==> src/rtl/alu_pipe.sv <==
// rtl/alu_pipe.sv - handshaked RV32I/RV32M execute ALU with iterative shift-add multiplier
module alu_pipe #(
    parameter int XLEN   = 32,
    parameter int TAG_W  = 5,
    parameter int MUL_EN = 1
) (
    input  logic             clk,
    input  logic             reset,
    input  logic             in_valid,
    output logic             in_ready,
    input  logic [4:0]       in_op,
    input  logic [XLEN-1:0]  in_a,
    input  logic [XLEN-1:0]  in_b,
    input  logic [TAG_W-1:0] in_tag,
    output logic             out_valid,
    input  logic             out_ready,
    output logic [XLEN-1:0]  out_result,
    output logic [TAG_W-1:0] out_tag,
    output logic             out_zero,
    output logic             out_neg,
    output logic             out_illegal
);

    localparam int SW = $clog2(XLEN);

    typedef enum logic [1:0] {IDLE, MUL, DONE} state_t;

    state_t state_q, state_d;

    logic [XLEN-1:0]   result_q;
    logic [TAG_W-1:0]  tag_q;
    logic              valid_q, zero_q, neg_q, illegal_q;

    logic [2*XLEN-1:0] acc_q, mcand_q;
    logic [XLEN-1:0]   mplier_q;
    logic [SW-1:0]     count_q;
    logic              mneg_q, mhi_q;
    logic [TAG_W-1:0]  mtag_q;

    logic              out_free, accept, is_alu_op, is_mul_op, op_mulh;
    logic [SW-1:0]     shamt;
    logic [XLEN-1:0]   alu_res, a_abs, b_abs;
    logic [2*XLEN-1:0] acc_step;
    logic              mul_last;

    logic              out_load;
    logic [XLEN-1:0]   ld_res;
    logic [TAG_W-1:0]  ld_tag;
    logic              ld_ill;
    logic              valid_d;

    // Product magnitude is unsigned; MULH restores the sign by negating the full 2*XLEN value.
    function automatic logic [XLEN-1:0] mul_select(input logic [2*XLEN-1:0] acc,
                                                   input logic neg, input logic hi);
        logic [2*XLEN-1:0] p;
        p = neg ? -acc : acc;
        return hi ? p[2*XLEN-1:XLEN] : p[XLEN-1:0];
    endfunction

    assign out_free = !valid_q || out_ready;
    assign in_ready = (state_q == IDLE) && out_free;
    assign accept   = in_valid && in_ready;
    assign shamt    = in_b[SW-1:0];
    assign op_mulh  = (in_op == 5'b10001);
    assign a_abs    = in_a[XLEN-1] ? -in_a : in_a;
    assign b_abs    = in_b[XLEN-1] ? -in_b : in_b;
    assign acc_step = mplier_q[0] ? acc_q + mcand_q : acc_q;
    assign mul_last = (count_q == SW'(XLEN - 1));

    // Opcode decode: base ALU codes and (optionally) the three multiply codes.
    always_comb begin
        is_alu_op = 1'b0;
        case (in_op)
            5'b00000, 5'b01000, 5'b00001, 5'b00010, 5'b00011,
            5'b00100, 5'b00101, 5'b01101, 5'b00110, 5'b00111: is_alu_op = 1'b1;
            default: is_alu_op = 1'b0;
        endcase
        is_mul_op = (MUL_EN != 0) &&
                    ((in_op == 5'b10000) || (in_op == 5'b10001) || (in_op == 5'b10011));
    end

    // Single-cycle ALU datapath.
    always_comb begin
        alu_res = '0;
        case (in_op)
            5'b00000: alu_res = in_a + in_b;
            5'b01000: alu_res = in_a - in_b;
            5'b00001: alu_res = in_a << shamt;
            5'b00010: alu_res = {{(XLEN-1){1'b0}}, ($signed(in_a) < $signed(in_b))};
            5'b00011: alu_res = {{(XLEN-1){1'b0}}, (in_a < in_b)};
            5'b00100: alu_res = in_a ^ in_b;
            5'b00101: alu_res = in_a >> shamt;
            5'b01101: alu_res = $unsigned($signed(in_a) >>> shamt);
            5'b00110: alu_res = in_a | in_b;
            5'b00111: alu_res = in_a & in_b;
            default:  alu_res = '0;
        endcase
    end

    // Next state and output-register load selection.
    always_comb begin
        state_d  = state_q;
        out_load = 1'b0;
        ld_res   = '0;
        ld_tag   = in_tag;
        ld_ill   = 1'b0;
        case (state_q)
            IDLE: begin
                if (accept) begin
                    if (is_mul_op) begin
                        state_d = MUL;
                    end else begin
                        out_load = 1'b1;
                        ld_res   = is_alu_op ? alu_res : '0;
                        ld_ill   = !is_alu_op;
                    end
                end
            end
            MUL: begin
                if (mul_last) begin
                    if (out_free) begin
                        out_load = 1'b1;
                        ld_res   = mul_select(acc_step, mneg_q, mhi_q);
                        ld_tag   = mtag_q;
                        state_d  = IDLE;
                    end else begin
                        state_d  = DONE;
                    end
                end
            end
            DONE: begin
                if (out_free) begin
                    out_load = 1'b1;
                    ld_res   = mul_select(acc_q, mneg_q, mhi_q);
                    ld_tag   = mtag_q;
                    state_d  = IDLE;
                end
            end
            default: state_d = IDLE;
        endcase
        if (out_load)      valid_d = 1'b1;
        else if (out_ready) valid_d = 1'b0;
        else               valid_d = valid_q;
    end

    // FSM state register.
    always_ff @(posedge clk or posedge reset) begin
        if (reset) state_q <= IDLE;
        else       state_q <= state_d;
    end

    // Multiplier: latch operands on accept, then one shift-add step per cycle while in MUL.
    always_ff @(posedge clk or posedge reset) begin
        if (reset) begin
            acc_q    <= '0;
            mcand_q  <= '0;
            mplier_q <= '0;
            count_q  <= '0;
            mneg_q   <= 1'b0;
            mhi_q    <= 1'b0;
            mtag_q   <= '0;
        end else if (state_q == IDLE && accept && is_mul_op) begin
            acc_q    <= '0;
            mcand_q  <= {{XLEN{1'b0}}, (op_mulh ? a_abs : in_a)};
            mplier_q <= op_mulh ? b_abs : in_b;
            count_q  <= '0;
            mneg_q   <= op_mulh && (in_a[XLEN-1] ^ in_b[XLEN-1]);
            mhi_q    <= in_op[0];
            mtag_q   <= in_tag;
        end else if (state_q == MUL) begin
            acc_q    <= acc_step;
            mcand_q  <= mcand_q << 1;
            mplier_q <= mplier_q >> 1;
            count_q  <= count_q + 1'b1;
        end
    end

    // Output register: result, tag and flags always load together.
    always_ff @(posedge clk or posedge reset) begin
        if (reset) begin
            valid_q   <= 1'b0;
            result_q  <= '0;
            tag_q     <= '0;
            zero_q    <= 1'b0;
            neg_q     <= 1'b0;
            illegal_q <= 1'b0;
        end else begin
            valid_q <= valid_d;
            if (out_load) begin
                result_q  <= ld_res;
                tag_q     <= ld_tag;
                zero_q    <= (ld_res == '0);
                neg_q     <= ld_res[XLEN-1];
                illegal_q <= ld_ill;
            end
        end
    end

    assign out_valid   = valid_q;
    assign out_result  = result_q;
    assign out_tag     = tag_q;
    assign out_zero    = zero_q;
    assign out_neg     = neg_q;
    assign out_illegal = illegal_q;

endmodule

==> config.mk <==
export PLATFORM = sky130hd
export DESIGN_NAME = alu_pipe
export DESIGN_NICKNAME = d
export VERILOG_FILES = /design/src/rtl/alu_pipe.sv
export SDC_FILE = /design/constraint.sdc
export NUM_CORES = 1
export LEC_CHECK = 0
export CAP_MARGIN = 0
export CORE_UTILIZATION = 40
export DETAILED_ROUTE_END_ITERATION = 12
export PLACE_DENSITY = 0.63
export SYNTH_ARGS = -nofsm -noshare
export SYNTH_HDL_FRONTEND = slang
export SYNTH_SLANG_ARGS = --single-unit
==> constraint.sdc <==
create_clock -name clk -period 8.4 [get_ports clk]
set_input_delay 1.68 -clock clk [delete_from_list [all_inputs] [get_ports clk]]
set_output_delay 1.68 -clock clk [all_outputs]
set_load 0.01 [all_outputs]
**Yosys cells after proc, flatten, opt, wreduce, memory -nomap -nowiden**

Memory sizes are Yosys's and may differ from the RTL's.
Cells that the tools add are included.
Widths: inputs -> output; s select.

- Bits in registers: 215
- Bits in read-only memories: 16
- Input bits: 78
- Output and inout port bits: 42
- Logic and storage cells: 112
- Memories kept: 1

Memories:

| name | depth | bits a word | rd ports | clocked after Yosys merged registers in | wr ports | RTL line | text |
|---|---|---|---|---|---|---|---|
| (no name shown) | 16 | 1 | 1 | 0 | 0 | 73 | `case (in_op)` |

- Add/subtract/negate cells: 8
- $lt $le $gt $ge: 2
- Equality and inequality tests: 19
- Shifts and indexed selects: 3
- Mux-type cells: 45
- Bitwise gates (word level): 4
- Reductions and logical operators: 16

Operators by type and width:

| operator | number |
|---|---|
| $mux 32 | 14 |
| $mux 64 | 7 |
| $pmux 32 s10 | 1 |
| $neg 64->64 | 2 |
| $pmux 32 s3 | 1 |
| $add 64x64->64 | 1 |
| $lt 32x32->1 | 2 |
| $neg 32->32 | 2 |
| $add 32x32->32 | 1 |
| $and 32x32->32 | 1 |
| $logic_not 32->1 | 1 |
| $or 32x32->32 | 1 |
| $shl 32x5->32 | 1 |
| $shr 32x5->32 | 1 |
| $sshr 32x5->32 | 1 |
| $sub 32x32->32 | 1 |
| $xor 32x32->32 | 1 |
| $eq 5x3->1 const B | 4 |
| $eq 5x5->1 const B | 4 |
| $mux 5 | 4 |
| $eq 5x2->1 const B | 2 |
| $eq 5x4->1 const B | 2 |
| $mux 1 | 10 |
| $mux 2 | 5 |
| other kinds (16) | 27 |

**Longest topological paths before layout**

Gate-level depths: netlist of run 1.

- Word-level depth: 9
- Gate-level depth with buffers: 22

**Least setup slack after synthesis of run 1**

Ideal clock, no wire load.

- Path kind: in2reg
- Start point: input port in_b[2]
- End point: register zero_q, in the netlist out_zero
- Setup time: 0.104 ns
- Data arrival time: 6.722 ns
- Required time: 8.296 ns
- Path slack: 1.574 ns
- Stages: 22
- Buffers on the path: 5
- Path through: clkbuf_1 > inv_2 > buf_1 > clkbuf_1 > buf_1 > ha_1 > clkbuf_1 > nor2b_1 > o21ai_0 > a211oi_1 > o31ai_1 > a31oi_1 > nor3_1 > a21oi_1 > a211oi_1 > o21ai_0 > a2111oi_0 > nor3_1 > a211oi_1 > o211ai_1 > or4_1 > o41ai_2

- Longest elaborated chain between the ends: 7

RTL lines:

| element | RTL line | text |
|---|---|---|
| start, declared | 13 | `input logic [XLEN-1:0] in_b,` |
| $sub 32x32->32, or another cell as far along | 87 | `5'b01000: alu_res = in_a - in_b;` |
| $pmux 32 s10 * | 85 | `case (in_op)` |
| $mux 32 * | 114 | `ld_res = is_alu_op ? alu_res : '0;` |
| $mux 32 * | 110 | `if (is_mul_op) begin` |
| $mux 32 * | 109 | `if (accept) begin` |
| $pmux 32 s3 * | 107 | `case (state_q)` |
| $logic_not 32->1 * | 192 | `zero_q <= (ld_res == '0);` |
| end signal, assigned | 192 |  |
| end, declared | 32 | `logic valid_q, zero_q, neg_q, illegal_q;` |

Every way passes the cells marked *; elsewhere a longest branch is shown, timed or not.
A chain may end at the register's enable or synchronous reset.

**Worst setup path after layout of run 1**

- Start point: input port in_a[7]
- End point: register zero_q, in the netlist out_zero

- Longest elaborated chain between the ends: 7

RTL lines:

| element | RTL line | text |
|---|---|---|
| start, declared | 12 | `input logic [XLEN-1:0] in_a,` |
| $sub 32x32->32, or another cell as far along | 87 |  |
| $pmux 32 s10 * | 85 |  |
| $mux 32 * | 114 |  |
| $mux 32 * | 110 |  |
| $mux 32 * | 109 |  |
| $pmux 32 s3 * | 107 |  |
| $logic_not 32->1 * | 192 |  |

Marks and branches as above.

==> results.md, run 1 <==
* Status: complete, no violations
* Detailed-route vias per instance at roughly 6.6
* Syn avg cell area at 7.47 µm²
* Crit path time final at 6.81 ns
* H-Tree Depth at 1
* Most instantiated cells after synthesis: nor2_1 (441), nand2_1 (396), o21ai_0 (319)
* Worst slew margin at 22.2%
* Core Region at about 0.071 mm²
* DP Area at 0.0305 mm²
* Worst IR Drop VDD at 349 µV
* Post-synth EDFFs at 0
* CTS tree: built
* Initial antenna violation count at 3
* Register area share after synthesis at 18.6%
* Initial Util at around 41%
* Reg2reg path depth at 16
* Post-CTS setup buffer count at 0
* Fraction of layout cells with a size suffix above 1 at 7.69%
* Synthesis warning total at 0
* Synth cell types at between 100 and 150
* Finish-stage setup viols at 0
* CTS hold repair buffers at 0
* Worst reg2reg path endpoint: out_zero
* Final HPWL from detailed placement at between 90 and 100 mm
* Initial DRC count at 3919
* CP Launch Point: in_a[7]
* Hold path start: out_result[29]
* DRT antenna net count at 0
* Clk slew on worst S/H paths at 0.06 ns
* Crit start category: input port
* Gates resized, CTS repair at 0
* Worst slew pin tran at 1.16 ns
* Wirelength per Cell at 27.1 µm
* Ports at 120
* Top-area cell type share of the netlist area at 18.6%
* Worst Skew at around 0.049 ns
* RSZ-0062 raised after global routing: false
* Die X-Extent at 270 µm
* Most frequent cell after synthesis: nor2_1
* Number of global-route vias before repair at 28936
* R2R Path Start: acc_q[22]
* CTS Buf Count at 28
* Top cells by area, synth: dfrtp_1 (19%), ha_1 (7.4%), mux2i_1 (6.4%), nor2_1 (5.8%), o21ai_0 (5.5%)
* Mapped Area at about 0.029 mm²
* Worst setup EP type: flop
* Fmax achieved at 147 MHz
* Reg2reg setup slack at 1.78 ns
* Row count at 97
* Routed vias at 31059
* Hold violation total from the final report at 0
* Post-Synthesis Cells at 3853
* Largest net degree at the start of global routing at 105
* Min-Delay Path Depth at 2
* Later-pin clock latency in the skew report at 0.63 ns
* P per Cell Area at between 300 and 400 mW/mm²
* Setup TNS at 0 ns
* Worst Path Required at 8.92 ns
* Yosys reg bits at 214
* DRC at 0
* First-pass GRT wire length at roughly 190 mm
* DIE AREA at 0.0730 mm²
* Routed wire length at 128 mm
* Min-Delay Endpoint: out_result[29]
* Top FF cell, synth: dfrtp_1
* GR Overflow Total at 0
* NumNets Final at 4014
* Leakage Power at 12.3 nW
* Crit path arrival time at 7.33 ns
* Slew Viols, Final at 0
* Syn Nets at 4104
* Final non-filler cell area at 0.0315 mm²
* DRT Pass-1 Iters at 6
* Die height at roughly 270 µm
* Port bufs at 119
* CTS root buf: clkbuf_16
* # diodes at 0
* Area Overhead vs Synth at 9.36%
* Synth area leader: dfrtp_1
* CP Class: input port to flop
* CTS Sinks at 214
* Max-cap violations at 0
* Routability cong. at 1.01
* Total GRT Usage at between 30% and 40%
* Final Cycle Share at 81.1%
* Peak fanout along the critical path at 13
* Longest Clk Path Bufs at 3
* Hold Crit Class: flop to flop
* FFs w/ async S/R, synth at 100%
==> layout make-up <==
class	instances	area [µm²]
fill	7301	39200
multi-input combinational	3183	21700
sequential	214	5360
timing repair buffer	189	1710
tap	940	1180
clock buffer	39	782
inverter	147	559
clock inverter	12	178
==> through the flow <==
| stage | worst slack [ns] | total power [mW] | utilization, % | instances | hold WS [ns] |
|---|---|---|---|---|---|
| 6_report | 1.59 | 12.2 | 44.6 | 4724 | 0.481 |
| 3_3_place_gp | 1.24 | 10.5 | 43.2 | 4673 | 0.458 |
| 4_1_cts | 1.79 | 11.9 | 44.6 | 4724 | 0.484 |
| 5_1_grt | 1.22 | 12.9 | 44.6 | 4724 | 0.509 |
| 3_5_place_dp | 1.12 | 10.6 | 43.2 | 4673 | 0.467 |
| 2_1_floorplan | 0.869 | 7.83 | - | 3853 | 0.481 |
==> cell families (layout without fill, tap and decap cells) <==
group,count (synthesis),count (layout),share of synthesized area (%)
AO/OA/AOI/OAI,1247,1247,28.9
XOR/XNOR,177,177,5.39
adder cells (fa/ha/maj),173,173,7.60
buffers and inverters,456,387,6.14
flip-flops,214,214,18.6
multiplexers,273,273,12.1
AND/OR/NAND/NOR,1313,1313,21.2
==> worst max-delay path: stages <==
cell	delay (ns)
clkdlybuf4s50_1	0.77
inv_1	0.10
ha_1	0.48
or3_1	0.45
a211oi_1	0.61
nor3_1	0.21
o31a_1	0.32
o311a_1	0.31
a221oi_1	0.28
nor2_1	0.13
o31ai_1	0.57
o211ai_1	0.18
a311o_1	0.33
nor4_1	0.26
and4_1	0.24
nand4_1	0.11
o41ai_2	0.31
==> state kept, by name (all words and copies together) (netlist names), 2 cells and up <==
register    cells
out_tag         5
out_result     32
state_q         2
count_q         5
acc_q          64
mplier_q       32
mcand_q        64
mtag_q          5
==> worst max-delay path by stage <==
| stage | to | cells past startpoint |
|---|---|---|
| 2_1_floorplan | acc_q[0] | 1 |
| 3_3_place_gp | out_zero | 17 |
| 3_5_place_dp | out_zero | 17 |
| 4_1_cts | out_zero | 20 |
| 5_1_grt | out_zero | 20 |
| 6_report | out_zero | 17 |
==> per-layer routing <==
layer	GRT usage [%]	part of all wire [%]	vias to the layer above
met5	0	0	-
met4	19.0	6.7	0
met3	4.87	8.8	376
met2	54.1	45	1755
met1	44.0	40	14852
li1	-	-	14076
==> cells in the final DEF, fill, tap and decap left out, drive strengths merged, types with 41 or more instances in the layout <==
master,instances
xor2,54
nor2,441
clkdlybuf4s50,114
a31oi,41
or3,41
nand3,74
o211ai,48
buf,75
nor3,77
inv,147
dfrtp,214
nor4,42
mux4,58
ha,170
xnor2,123
o31ai,51
a21oi,284
o21ai,326
nand2,397
a211oi,107
nand4,60
mux2i,185
==> power by group <==
| group | switching [mW] | leakage, nW | internal (mW) |
|---|---|---|---|
| logic | 5.63 | 9.27 | 3.00 |
| clock network | 0.547 | 0.453 | 0.746 |
| registers | 0.775 | 2.62 | 1.50 |
| total | 6.95 | 12.3 | 5.25 |
(Power assumes the default switching activity.)
==> run 2, diff against run 1 <==
Settings changed: PLACE_DENSITY 0.63 to 0.66.
Clock period 8.4 ns to 5.7 ns, I/O delays scaled along.
==> run 2 against run 1 <==
Against the previous run: design area is 10% higher; largest cell class unchanged; core utilization is 4.5 points higher; worst setup slack worse by 1.4 ns; register-to-register slack worse by 1.6 ns; largest power group unchanged; critical path depth is 1 higher; count of clock-buffer cells in the layout is 3 lower; first-iteration DRC count is 5.1% lower.
==> results.md, run 2 (synthesized netlist as in run 1, its figures left out) <==
* Status: complete, no violations
* Multi-input gate area at 0.0218 mm² (+0.53%)
* Post-Place Worst Slack at -0.255 ns (-1.37 ns)
* CP max stage cell: or4_4
* Buffers & Inverters on Critical Path at 2 (unchanged)
* Wirelength per Cell at 26.2 µm (-3.3%)
* Worst slew pin tran at 1.10 ns (-0.0626 ns)
* Routed wire length at 134 mm (+4.6%)
* Fin cells at 5110 (+8.2%)
* Core Region at 0.0706 mm² (unchanged)
* Routability cong. at 1.07 (+5.7%)
* Most frequent cells in the layout: buf_4 (443), nor2_1 (440), nand2_1 (396), o21ai_0 (317), a21oi_1 (274)
* RSZ-0062 raised after global routing: false
* Number of global-route vias before repair at 30919 (+6.9%)
* Area Overhead vs Synth at 20.5%
* Leading cell type in the layout, fill and taps excluded: buf_4
* Worst Skew at 0.0235 ns (-0.0255 ns)
* Worst Path Required at 6.20 ns (-2.72 ns)
* Ports at 120 (unchanged)
* Initial DRC count at 3718 (-5.1%)
* H-Tree Depth at 1 (unchanged)
* Worst setup EP type: flop
* Final worst slack at 0.165 ns (-1.43 ns)
* CP Class: flop to flop
* Final HPWL from detailed placement at 106 mm (+7.6%)
* Fmax achieved at 181 MHz
* Biggest regs: acc_q (64), mcand_q (64)
* Max-cap violations at 0 (unchanged)
* Leakage Power at 14.3 nW (+16%)
* NumNets Final at 4398 (+9.6%)
* CTS Buf Count at 29 (+3.6%)
* Peak fanout along the critical path at 7 (-6)
* Hold violation total from the final report at 0 (unchanged)
* Worst-path cell chain: ha_1, a21oi_2, o21ai_1, a22o_1, or3_4, xnor2_1, buf_4, o211ai_1, or3_4, or4_4, buf_4, nor3_1, mux2_1, o22ai_1, or4_1, a21oi_1, nand3b_1, o41ai_2
* Port bufs at 119 (unchanged)
* Worst path max stage delay at 0.63 ns (-0.14 ns)
* Later-pin clock latency in the skew report at 0.63 ns (about the same)
* Worst slew margin at 25.8% (+3.6 points)
* Hold Crit Class: flop to flop
* Row count at 97 (unchanged)
* Crit path arrival time at 6.04 ns (-1.29 ns)
* DRT antenna net count at 0 (unchanged)
* Crit start category: flop
* Final Cycle Share at 97.1%
* CTS root buf: clkbuf_16
* Total GRT Usage at 35.6% (+1.6 points)
* DIE AREA at 0.0730 mm² (unchanged)
* Initial antenna violation count at 0 (-3)
* P per Cell Area at 571 mW/mm² (+47%)
* DRT Pass-1 Iters at 6 (unchanged)
* # diodes at 0 (unchanged)
* DRC at 0 (unchanged)
* Routed vias at 32469 (+4.5%)
* Slew Viols, Final at 0 (unchanged)
* First-pass GRT wire length at 199 mm (+4.6%)
* Fraction of layout cells with a size suffix above 1 at 16.9% (+9.2 points)
* Finish-stage setup viols at 0 (unchanged)
* Crit path time final at 5.53 ns
* Fillers at 7104 (-2.7%)
* Die X-Extent at 270 µm (unchanged)
* Detailed-route vias per instance at 6.35 (-3.4%)
* Die height at 270 µm (unchanged)
* Clk slew on worst S/H paths at 0.06 ns (about the same)
* Largest net degree at the start of global routing at 106 (+0.95%)
* Initial Util at 40.7% (unchanged)
* GR Overflow Total at 0 (unchanged)
* Worst IR Drop VDD at 428 µV (+23%)
* CTS Sinks at 214 (unchanged)
* Hold WS at 0.472 ns (-0.00858 ns)
* CTS tree: built
* CTS hold repair buffers at 0 (unchanged)
* Delay-heaviest family, CP: simple AND/OR/NAND/NOR gates
* Longest Clk Path Bufs at 3 (unchanged)
* Dpl cells at 5054 (+8.2%)
* FF+latch area at 0.00536 mm² (unchanged)
## run 2: metrics by stage
stage                     instance area, µm²  utilization, %  TNS [ns]  total power [mW]
after floorplan                        28800               -         0              11.5
after CTS                              34600            48.9         0              19.3
final                                  34700            49.1         0              19.8
after global routing                   34700            49.1         0              20.9
after global placement                 33500            47.4    -0.216              17.1
after detailed placement               33500            47.4    -0.396              17.2
## run 2: area by class of cell
| cell class | instances | area share (%) |
|---|---|---|
| clock buffers | 36 | 2.34 |
| clock inverters | 18 | 0.689 |
| inverters | 147 | 1.60 |
| multi-input cells | 3183 | 62.9 |
| flip-flops and latches | 214 | 15.5 |
| well taps | 940 | 3.39 |
| repair buffers | 572 | 13.6 |
## run 2: routing by layer
metal	global-route usage (%)	part of all wire [%]	routed length, µm
met3	4.73	7.3	9760
met4	24.3	8.1	10800
met5	0	0	0
met1	44.6	40	53600
met2	56.7	45	59800
## run 2: tightest hold or removal path: cells and delay by family, from the launching register on
kind	cells	cell delay, ns
flip-flops	1	0.34
AND/OR/NAND/NOR	2	0.10
## run 2: worst paths after layout
check / from / to / slack (ns) / cells past startpoint
min in group asynchronous: reset / mplier_q[9] / 1.00 / 2
max in group asynchronous: reset / mcand_q[39] / 3.62 / 3
worst min-delay path: out_result[17] / out_result[17] / 0.47 / 2
worst max-delay path: mcand_q[13] / out_zero / 0.17 / 18
worst min register to register: out_result[17] / out_result[17] / 0.47 / 2
worst max register to register: mcand_q[13] / out_zero / 0.17 / 18
## run 2: report_power, final
part / internal (mW) / switching (mW)
Clock: 1.20 / 0.827
Sequential: 2.22 / 0.806
Combinational: 5.63 / 9.11
Total: 9.05 / 10.7
## run 2: timing repair
item | in CTS | in global routing
cloned | 0 | 0
gates resized for setup | 3 | 23
pin swaps | 0 | 3
setup buffers | 0 | 2
setup endpoints to repair | 2 | 2
